==> src/rtl/mips_pkg.sv <==
// mips_pkg: shared widths, the zero-register index and the write-back request type
// Items: DATA_W (register width), ADDR_W (register index width), REG_ZERO (hard-wired zero
//        register index), wb_req_t (one buffered write: destination index + data)
package mips_pkg;
  localparam int DATA_W = 32;
  localparam int ADDR_W = 5;
  localparam logic [ADDR_W-1:0] REG_ZERO = '0;
  typedef struct packed {
    logic [ADDR_W-1:0] addr;
    logic [DATA_W-1:0] data;
  } wb_req_t;
endpackage

==> src/rtl/wbuf_fifo.sv <==
// wbuf_fifo: circular write-buffer FIFO that exposes every entry for read forwarding
// Ports: clk, reset (async, active-high); push_i/din_i enqueue at tail; pop_i removes head;
//        front_o is the head entry; ent_o/vld_o give all entries and their occupancy;
//        age_o is each slot's position counted from the oldest (0 = oldest); count_o
//        is the number of occupied slots.
module wbuf_fifo
  import mips_pkg::*;
#(
  parameter int DEPTH = 2,
  localparam int PW = DEPTH > 1 ? $clog2(DEPTH) : 1,
  localparam int CW = $clog2(DEPTH + 1)
) (
  input  logic          clk,
  input  logic          reset,
  input  logic          push_i,
  input  logic          pop_i,
  input  wb_req_t       din_i,
  output wb_req_t       front_o,
  output wb_req_t       ent_o [DEPTH],
  output logic [DEPTH-1:0] vld_o,
  output logic [PW-1:0] age_o [DEPTH],
  output logic [CW-1:0] count_o
);
  logic [PW-1:0] head_q, head_d, tail_q, tail_d;
  logic [CW-1:0] count_q, count_d;
  wb_req_t mem_q [DEPTH];
  function automatic logic [PW-1:0] inc(input logic [PW-1:0] p);
    return p == PW'(DEPTH - 1) ? '0 : p + 1'b1;
  endfunction
  always_comb begin
    head_d  = pop_i ? inc(head_q) : head_q;
    tail_d  = push_i ? inc(tail_q) : tail_q;
    count_d = count_q + CW'(push_i) - CW'(pop_i);
  end
  always_ff @(posedge clk or posedge reset) begin
    if (reset) begin
      head_q  <= '0;
      tail_q  <= '0;
      count_q <= '0;
    end else begin
      head_q  <= head_d;
      tail_q  <= tail_d;
      count_q <= count_d;
    end
  end
  // Payload needs no reset: occupancy alone decides which slots are meaningful.
  always_ff @(posedge clk) begin
    if (push_i) mem_q[tail_q] <= din_i;
  end
  for (genvar i = 0; i < DEPTH; i++) begin : g_slot
    assign ent_o[i] = mem_q[i];
    assign age_o[i] = PW'((i + DEPTH - int'(head_q)) % DEPTH);
    assign vld_o[i] = ((i + DEPTH - int'(head_q)) % DEPTH) < int'(count_q);
  end
  assign front_o = mem_q[head_q];
  assign count_o = count_q;
endmodule

==> src/rtl/mips_regfile_wbuf.sv <==
// mips_regfile_wbuf: MIPS register file fed by a buffered valid/ready write-back port
// Ports: clk, reset (async, active-high); read_reg_1/2 -> read_data_1/2 (combinational,
//        forwarded from pending writes); wb_valid/wb_ready/wb_reg/wb_data write-back
//        handshake; hold blocks the drain into the array; buf_count/busy report backlog.
module mips_regfile_wbuf
  import mips_pkg::wb_req_t, mips_pkg::REG_ZERO;
#(
  parameter int DATA_W = mips_pkg::DATA_W,
  parameter int ADDR_W = mips_pkg::ADDR_W,
  parameter int BUF_DEPTH = 2,
  localparam int PW = BUF_DEPTH > 1 ? $clog2(BUF_DEPTH) : 1,
  localparam int CW = $clog2(BUF_DEPTH + 1)
) (
  input  logic              clk,
  input  logic              reset,
  input  logic [ADDR_W-1:0] read_reg_1,
  input  logic [ADDR_W-1:0] read_reg_2,
  output logic [DATA_W-1:0] read_data_1,
  output logic [DATA_W-1:0] read_data_2,
  input  logic              wb_valid,
  output logic              wb_ready,
  input  logic [ADDR_W-1:0] wb_reg,
  input  logic [DATA_W-1:0] wb_data,
  input  logic              hold,
  output logic [CW-1:0]     buf_count,
  output logic              busy
);
  logic [DATA_W-1:0] regs_q [2**ADDR_W];
  wb_req_t front, ent [BUF_DEPTH];
  logic [BUF_DEPTH-1:0] vld;
  logic [PW-1:0] age [BUF_DEPTH];
  logic push, pop;
  // Ready comes from the registered count only, so a full buffer never passes through.
  assign wb_ready = buf_count < CW'(BUF_DEPTH);
  assign busy     = buf_count != '0;
  // Writes to the zero register finish the handshake but are dropped here.
  assign push     = wb_valid & wb_ready & (wb_reg != REG_ZERO);
  assign pop      = busy & ~hold;
  wbuf_fifo #(.DEPTH(BUF_DEPTH)) u_fifo (
    .clk     (clk),
    .reset   (reset),
    .push_i  (push),
    .pop_i   (pop),
    .din_i   ('{addr: wb_reg, data: wb_data}),
    .front_o (front),
    .ent_o   (ent),
    .vld_o   (vld),
    .age_o   (age),
    .count_o (buf_count)
  );
  always_ff @(posedge clk or posedge reset) begin
    if (reset) regs_q <= '{default: '0};
    else if (pop) regs_q[front.addr] <= front.data;
  end
  // Youngest matching pending entry wins over older entries and over the array.
  function automatic logic [DATA_W-1:0] rd(input logic [ADDR_W-1:0] r);
    logic hit;
    logic [PW-1:0] best;
    rd   = regs_q[r];
    hit  = 1'b0;
    best = '0;
    for (int k = 0; k < BUF_DEPTH; k++)
      if (vld[k] && ent[k].addr == r && (!hit || age[k] > best)) begin
        hit  = 1'b1;
        best = age[k];
        rd   = ent[k].data;
      end
    if (r == REG_ZERO) rd = '0;
  endfunction
  always_comb begin
    read_data_1 = rd(read_reg_1);
    read_data_2 = rd(read_reg_2);
  end
endmodule

==> config.mk <==
export PLATFORM = sky130hd
export DESIGN_NAME = mips_regfile_wbuf
export DESIGN_NICKNAME = d
export VERILOG_FILES = /design/src/rtl/mips_pkg.sv /design/src/rtl/wbuf_fifo.sv /design/src/rtl/mips_regfile_wbuf.sv
export SDC_FILE = /design/constraint.sdc
export NUM_CORES = 2
export LEC_CHECK = 0
export CORE_MARGIN = 2
export CORE_UTILIZATION = 38
export CTS_CLUSTER_DIAMETER = 40
export DETAILED_ROUTE_END_ITERATION = 12
export GPL_ROUTABILITY_DRIVEN = 0
export HOLD_SLACK_MARGIN = 0.1
export SLEW_MARGIN = 40
export SYNTH_ARGS = -nofsm -noshare
export SYNTH_HDL_FRONTEND = slang
export SYNTH_SLANG_ARGS = --single-unit
==> constraint.sdc <==
create_clock -name clk -period 40.7 [get_ports clk]
set_input_delay 8.14 -clock clk [delete_from_list [all_inputs] [get_ports clk]]
set_output_delay 8.14 -clock clk [all_outputs]
set_load 0.005 [all_outputs]
After elaboration in Yosys (flattened, before gate mapping)
Memory sizes are Yosys's and may differ from the RTL's.
Index checks and enable logic that the tools add are counted.
Word-level totals
  output and inout bits: 68
  RAM bits: 74
  bits in registers: 1028
  memory bits (read-only): 0
  bits of input ports: 51
  logic and storage cells: 102
  memories: 1
  bits in latches: 0
Memory list
  u_fifo.mem_q: words 2, width 37, rd ports 3, clocked after memory_dff 0, wr ports 1, RTL line wbuf_fifo.sv:26  | wb_req_t mem_q [DEPTH];
Operators by class
  shift-type cells: 0
  $lt $le $gt $ge: 9
  reduce and logical (&&, ||, !) cells: 15
  mux-type cells: 23
  bitwise gates (word level): 9
  equal/unequal tests: 4
  add/subtract/negate cells: 6
  multipliers: 0
  div/mod/pow operators: 0
Operators with widths (count)
  1024-bit bitwise mux: 1
  32-bit two-way mux: 11
  32-bit binary-select mux with 5-bit select: 2
  32-bit demux with 5-bit select: 1
  5-bit == test: 4
  6-bit greater-or-equal comparator (second input constant): 3
  5-bit inverter with 6-bit output: 3
  5-bit logical NOT: 2
  1-bit two-way mux: 8
  1-bit logical AND: 7
  2-bit by 3-bit < comparator with 1-bit output: 2
  6-bit by 1-bit < comparator with 1-bit output (second input constant): 1
  2-bit by 1-bit subtractor with 3-bit output (first input constant): 2
  1-bit bitwise AND: 5
  5-bit nonzero test: 1
  1-bit adder (second input constant): 2
  2-bit by 1-bit adder with 2-bit output: 1
  1-bit greater-than comparator: 2
  1-bit logical NOT: 2
  1-bit logical OR: 2
  2-bit < comparator (second input constant): 1
  2-bit nonzero test: 1
  2-bit by 1-bit subtractor with 2-bit output: 1
  1-bit inverter: 1

Depth between registers and ports, before layout
  depth in word-level cells: 10
  gate-level depth with buffers: 11
  depth with buffers taken out: 7

Hierarchy
A second synthesis with hierarchy kept.
Unflattened totals
  cells, all modules: 4245
  area, all modules: 58906.5 um^2
By module, submodules not included
  mips_regfile_wbuf: times used 1, cells each 4111, seq. area each 25624.6 um^2, area an instance 56011.2 um^2
  wbuf_fifo: times used 1, cells each 134, seq. area each 2322.2 um^2, area an instance 2895.3 um^2

Worst setup path before layout
Ideal clock, no wire load.
  kind: input -> output
  start: input port read_reg_1[1]
  end: output port read_data_1[0]
  stages on the path: 8
  path slack: 22817 ps
  arrival time: 9743 ps
  buffers on the path: 3
  path through: buf_4 -> buf_4 -> buf_2 -> mux4_2 -> o22ai_1 -> nor3_1 -> a221oi_1 -> nor3_1
Between the ends
  longest elaborated chain between the ends: 8
  elaborated cells between the ends (all ways): 18
  classes of those cells: 1 x order compare; 2 x eq/ne; 8 x mux; 1 x bitwise; 6 x reduce/logical
RTL lines
  from (decl): RTL line mips_regfile_wbuf.sv:16  | input logic [ADDR_W-1:0] read_reg_1,
  parallel branches: the longest is 7 deep, another holds 32-bit binary-select mux with 5-bit select
  32-bit two-way mux *: RTL line mips_regfile_wbuf.sv:68  | if (r == REG_ZERO) rd = '0;
  to (decl): RTL line mips_regfile_wbuf.sv:18  | output logic [DATA_W-1:0] read_data_1,
Every way passes the cells marked *. The select of a mux whose other input is x is not followed.

Worst setup path in the final report
  start: input port read_reg_2[2]
  end: output port read_data_2[26]
Between the ends
  longest elaborated chain between the ends: 8
  elaborated cells between the ends (all ways): 18
  classes of those cells: 1 x order compare; 2 x eq/ne; 8 x mux; 1 x bitwise; 6 x reduce/logical
RTL lines
  from (decl): RTL line mips_regfile_wbuf.sv:17  | input logic [ADDR_W-1:0] read_reg_2,
  parallel branches: the longest is 7 deep, another holds 32-bit binary-select mux with 5-bit select
  32-bit two-way mux *: RTL line mips_regfile_wbuf.sv:68
  to (decl): RTL line mips_regfile_wbuf.sv:19  | output logic [DATA_W-1:0] read_data_2,
Marks and branches as above.

==> run summary <==
Via count of the first global-routing pass: 45816
Relative slew slack: 34.2%
Arrival time of the worst setup path: 12540 ps
Post-synth design cell area: 57900 um^2
Crit path buffers/inverters: 4
Fraction of registers with async set/reset: 93.3%
Sinks on Clock Net: 1102
Wire length of the first global-routing pass: 318000 um
Startpoint Class: input port
Met3 wirelength from detailed routing: 20500 um
Clock transition at path regs: 50 ps
Post-detailed-route via-to-cell ratio: 6.04
Synth top area share: 44.4%
All-layer global routing usage: 27.6%
Largest family of logic cells by synthesized area: multiplexers
Wire length on met1: 88700 um
Max-capacitance violation count: 0
Worst clock skew on the final layout: 33.4 ps
Buffer depth of the longest clock path: 3
PortBufs: 118
Number of fill cells in the layout: 14302
Post-Layout Inst Area: 66700 um^2
Floorplan core area: 152000 um^2
Result of the run: finished, final reports clean
Category of cells accounting for the largest share of critical-path delay: buffers and inverters
Clock insertion delay at the later pin of the skew report: 810 ps
Kind of end point of the critical path: output pin
Final critical-path share of the clock period: 50.8%
Most used cell along the critical path: buf_4
Antenna Violating Nets Remaining: 0
Sequential-to-total area share from yosys stat: 48.3%
Routed wire length: 218000 um
Cell Int Power: 3.00 mW
Area share of xor/xnor cells in the synthesized design: 0.363%
Final Slew Violations: 0
CTS buffer count: 161
Row count: 143
Final Power: 4.63 mW
Total I/O pin count: 119
Total Die Area: 155000 um^2
DRC: 0
Final hold violation count: 0
Initial drt markers: 5718
Die W: 394 um
Aggregate global routing overflow: 0
Count of different cell masters after synthesis: 72
Placed Instance Area: 60900 um^2
Cell types occupying the most area after synthesis: dfrtp_1 44%, mux2i_1 14%, mux4_2 5.1%
Standby leakage power: 28.9 nW
Dominant synthesized flop cell: dfrtp_1
Mux share of post-synthesis cell area: 18.9%
Synth Area per Inst: 10.0 um^2
Cell with the largest stage delay on the worst path: a211oi_4
Area delta synth->final: 15.3%
Antenna violations before repair: 7
Starting density of the core: 38.2%
Total of hold buffers inserted after clock tree synthesis: 0
Transition time at the pin with the least slew margin: 987 ps
Routed wire per std cell: 27.9 um
Fraction of layout instances using a drive strength above 1: 12.3%
Number of warnings printed during yosys synthesis: 0
Post-detail-place hpwl: 133000 um
Share of total power in sequential cells: 40.2%
Met2 wirelength from detailed routing: 97600 um
Clock Root Buffer: clkbuf_16
Number of H-tree levels: 4
Unrepaired setup endpoints after global routing: no
Minimum period implied by the final worst setup slack: 20680 ps
Fmax: 48.4 MHz
Compound-Gate Fraction of Synth Area: 17.4%
Worst min path class: reg -> reg
Total vias in the final route: 47189
Critical path peak fanout: 56
Part of the total power dissipated in combinational logic: 28.3%
Required time at the endpoint of the critical path: 32560 ps
Sum of negative setup slack: 0 ps
Largest net degree at the start of global routing: 153
Switching power: 1.63 mW
Adder-Cell Fraction of Synth Area: 0.0432%
VDD IR-drop max: 0.0478 mV
Simple logic cell fraction of the synthesized area: 10.2%
Sw Ratio: 35.3%
Number of iterations in the first detailed-routing pass: 10
Clock share of power: 31.5%
Classification of the worst setup path: in -> out
Post-Synthesis Net Count: 5819
Post-cts gate resize count: 0
Synthesized instance count: 5766
Chip height: 394 um
Total power divided by cell area: 69.4 nW/um^2
Cell type with the largest total area after synthesis: dfrtp_1
Critical Path, Cell by Cell: buf_8 > buf_4 > xor2_1 > nor3_1 > a211oi_4 > buf_4 > nand2_2 > a31o_1 > a31oi_1 > clkdlybuf4s50_1
Top sig layer: met5
Setup Fix Bufs, Post-CTS: 0
Register bit count reported by yosys: 1102
Number of setup violations in the final report: 0
Nets@finish: 5692
Most used standard cells in the synthesized netlist: 1028 x dfrtp_1, 798 x mux2i_1, 677 x nor2_1, 578 x a21oi_1, 538 x nand2_1
Cell with the most instances after synthesis: dfrtp_1
Count of flip-flops with a built-in enable after synthesis: 74
Peak per-stage delay on the critical path: 770 ps
CTS tree: done
[routing by layer]
metal	up-vias	global-route usage (%)
met1	23598	36.7
met2	2383	42.0
met4	2	13.4
met3	540	6.86
li1	20666	-
met5	-	0
[cells by family (layout without fill, tap and decap cells)]
family,count (synthesis),count (layout)
compound gates,1689,1689
simple gates,1434,1434
flops,1102,1102
mux,930,930
buf+inv,585,596
xor+xnor,24,24
fa+ha+maj,2,2
other cells,0,3
[registers in the layout, summed over array words and instances, names as in the netlist]
register        flops
regs_q           1024
u_fifo.mem_q       74
u_fifo.count_o      2
u_fifo.head_q       1
u_fifo.tail_q       1
[placed cells by master, fill, tap and decap left out, drive strengths merged, types with 103 or more instances in the layout]
master,count
dfrtp,1028
mux2i,799
nor2,693
a21oi,580
nand2,544
o21ai,516
a22oi,310
clkbuf,209
buf,168
mux4,130
nor3,130
clkdlybuf4s50,112
o22ai,103
[worst reg2reg max path, cell delays in order, from the launching register on]
cell,delay [ps]
dfrtp_4,750
buf_4,540
or3_1,470
o31ai_1,140
nand2_2,240
nor2_4,610
buf_4,780
a21oi_1,240
[power groups by stage]
stage	Combinational, mW	Sequential (mW)	Clock (mW)
4_1_cts	1.30	1.85	1.47
2_1_floorplan	0.940	1.76	0
5_1_grt	1.45	1.91	1.52
6_report	1.31	1.86	1.46
3_3_place_gp	1.26	1.84	0
3_5_place_dp	1.30	1.86	0
[area by class of cell]
class / count / area, um^2 / share of cell area (%)
timing repair buffer: 284 / 2890 / 4.33
antenna: 3 / 7.51 / 0.0112
sequential: 1102 / 28000 / 41.9
clock buffer: 205 / 4520 / 6.78
multi-input combinational: 4079 / 27600 / 41.4
inverter: 11 / 48.8 / 0.0731
tap: 2030 / 2540 / 3.81
clock inverter: 96 / 1140 / 1.71
[stage by stage]
| step | std cells | worst slack, ps | util, % | hold slack [ps] |
|---|---|---|---|---|
| 6_report | 7810 | 20020 | 44.0 | 496 |
| 5_1_grt | 7807 | 19970 | 44.0 | 521 |
| 4_1_cts | 7802 | 20140 | 43.9 | 499 |
| 3_5_place_dp | 7501 | 20150 | 40.2 | 485 |
| 3_3_place_gp | 7478 | 19890 | 39.9 | 474 |
| 2_1_floorplan | 5766 | 3630 | - | 455 |
[worst paths after layout]
| path | cells after the start | from | slack, ps | end |
|---|---|---|---|---|
| worst min register to register | 2 | regs_q[591]$_DFFE_PP0P_ | 500 | regs_q[591]$_DFFE_PP0P_ |
| min in group asynchronous | 2 | reset | 7900 | regs_q[672]$_DFFE_PP0P_ |
| worst min-delay path | 2 | regs_q[591]$_DFFE_PP0P_ | 500 | regs_q[591]$_DFFE_PP0P_ |
| worst max register to register | 7 | u_fifo.head_q$_DFFE_PP0P_ | 36750 | regs_q[907]$_DFFE_PP0P_ |
| worst max-delay path | 10 | read_reg_2[2] | 20020 | read_data_2[26] |
| max in group asynchronous | 7 | reset | 29510 | regs_q[973]$_DFFE_PP0P_ |
(Power assumes the default switching activity.)
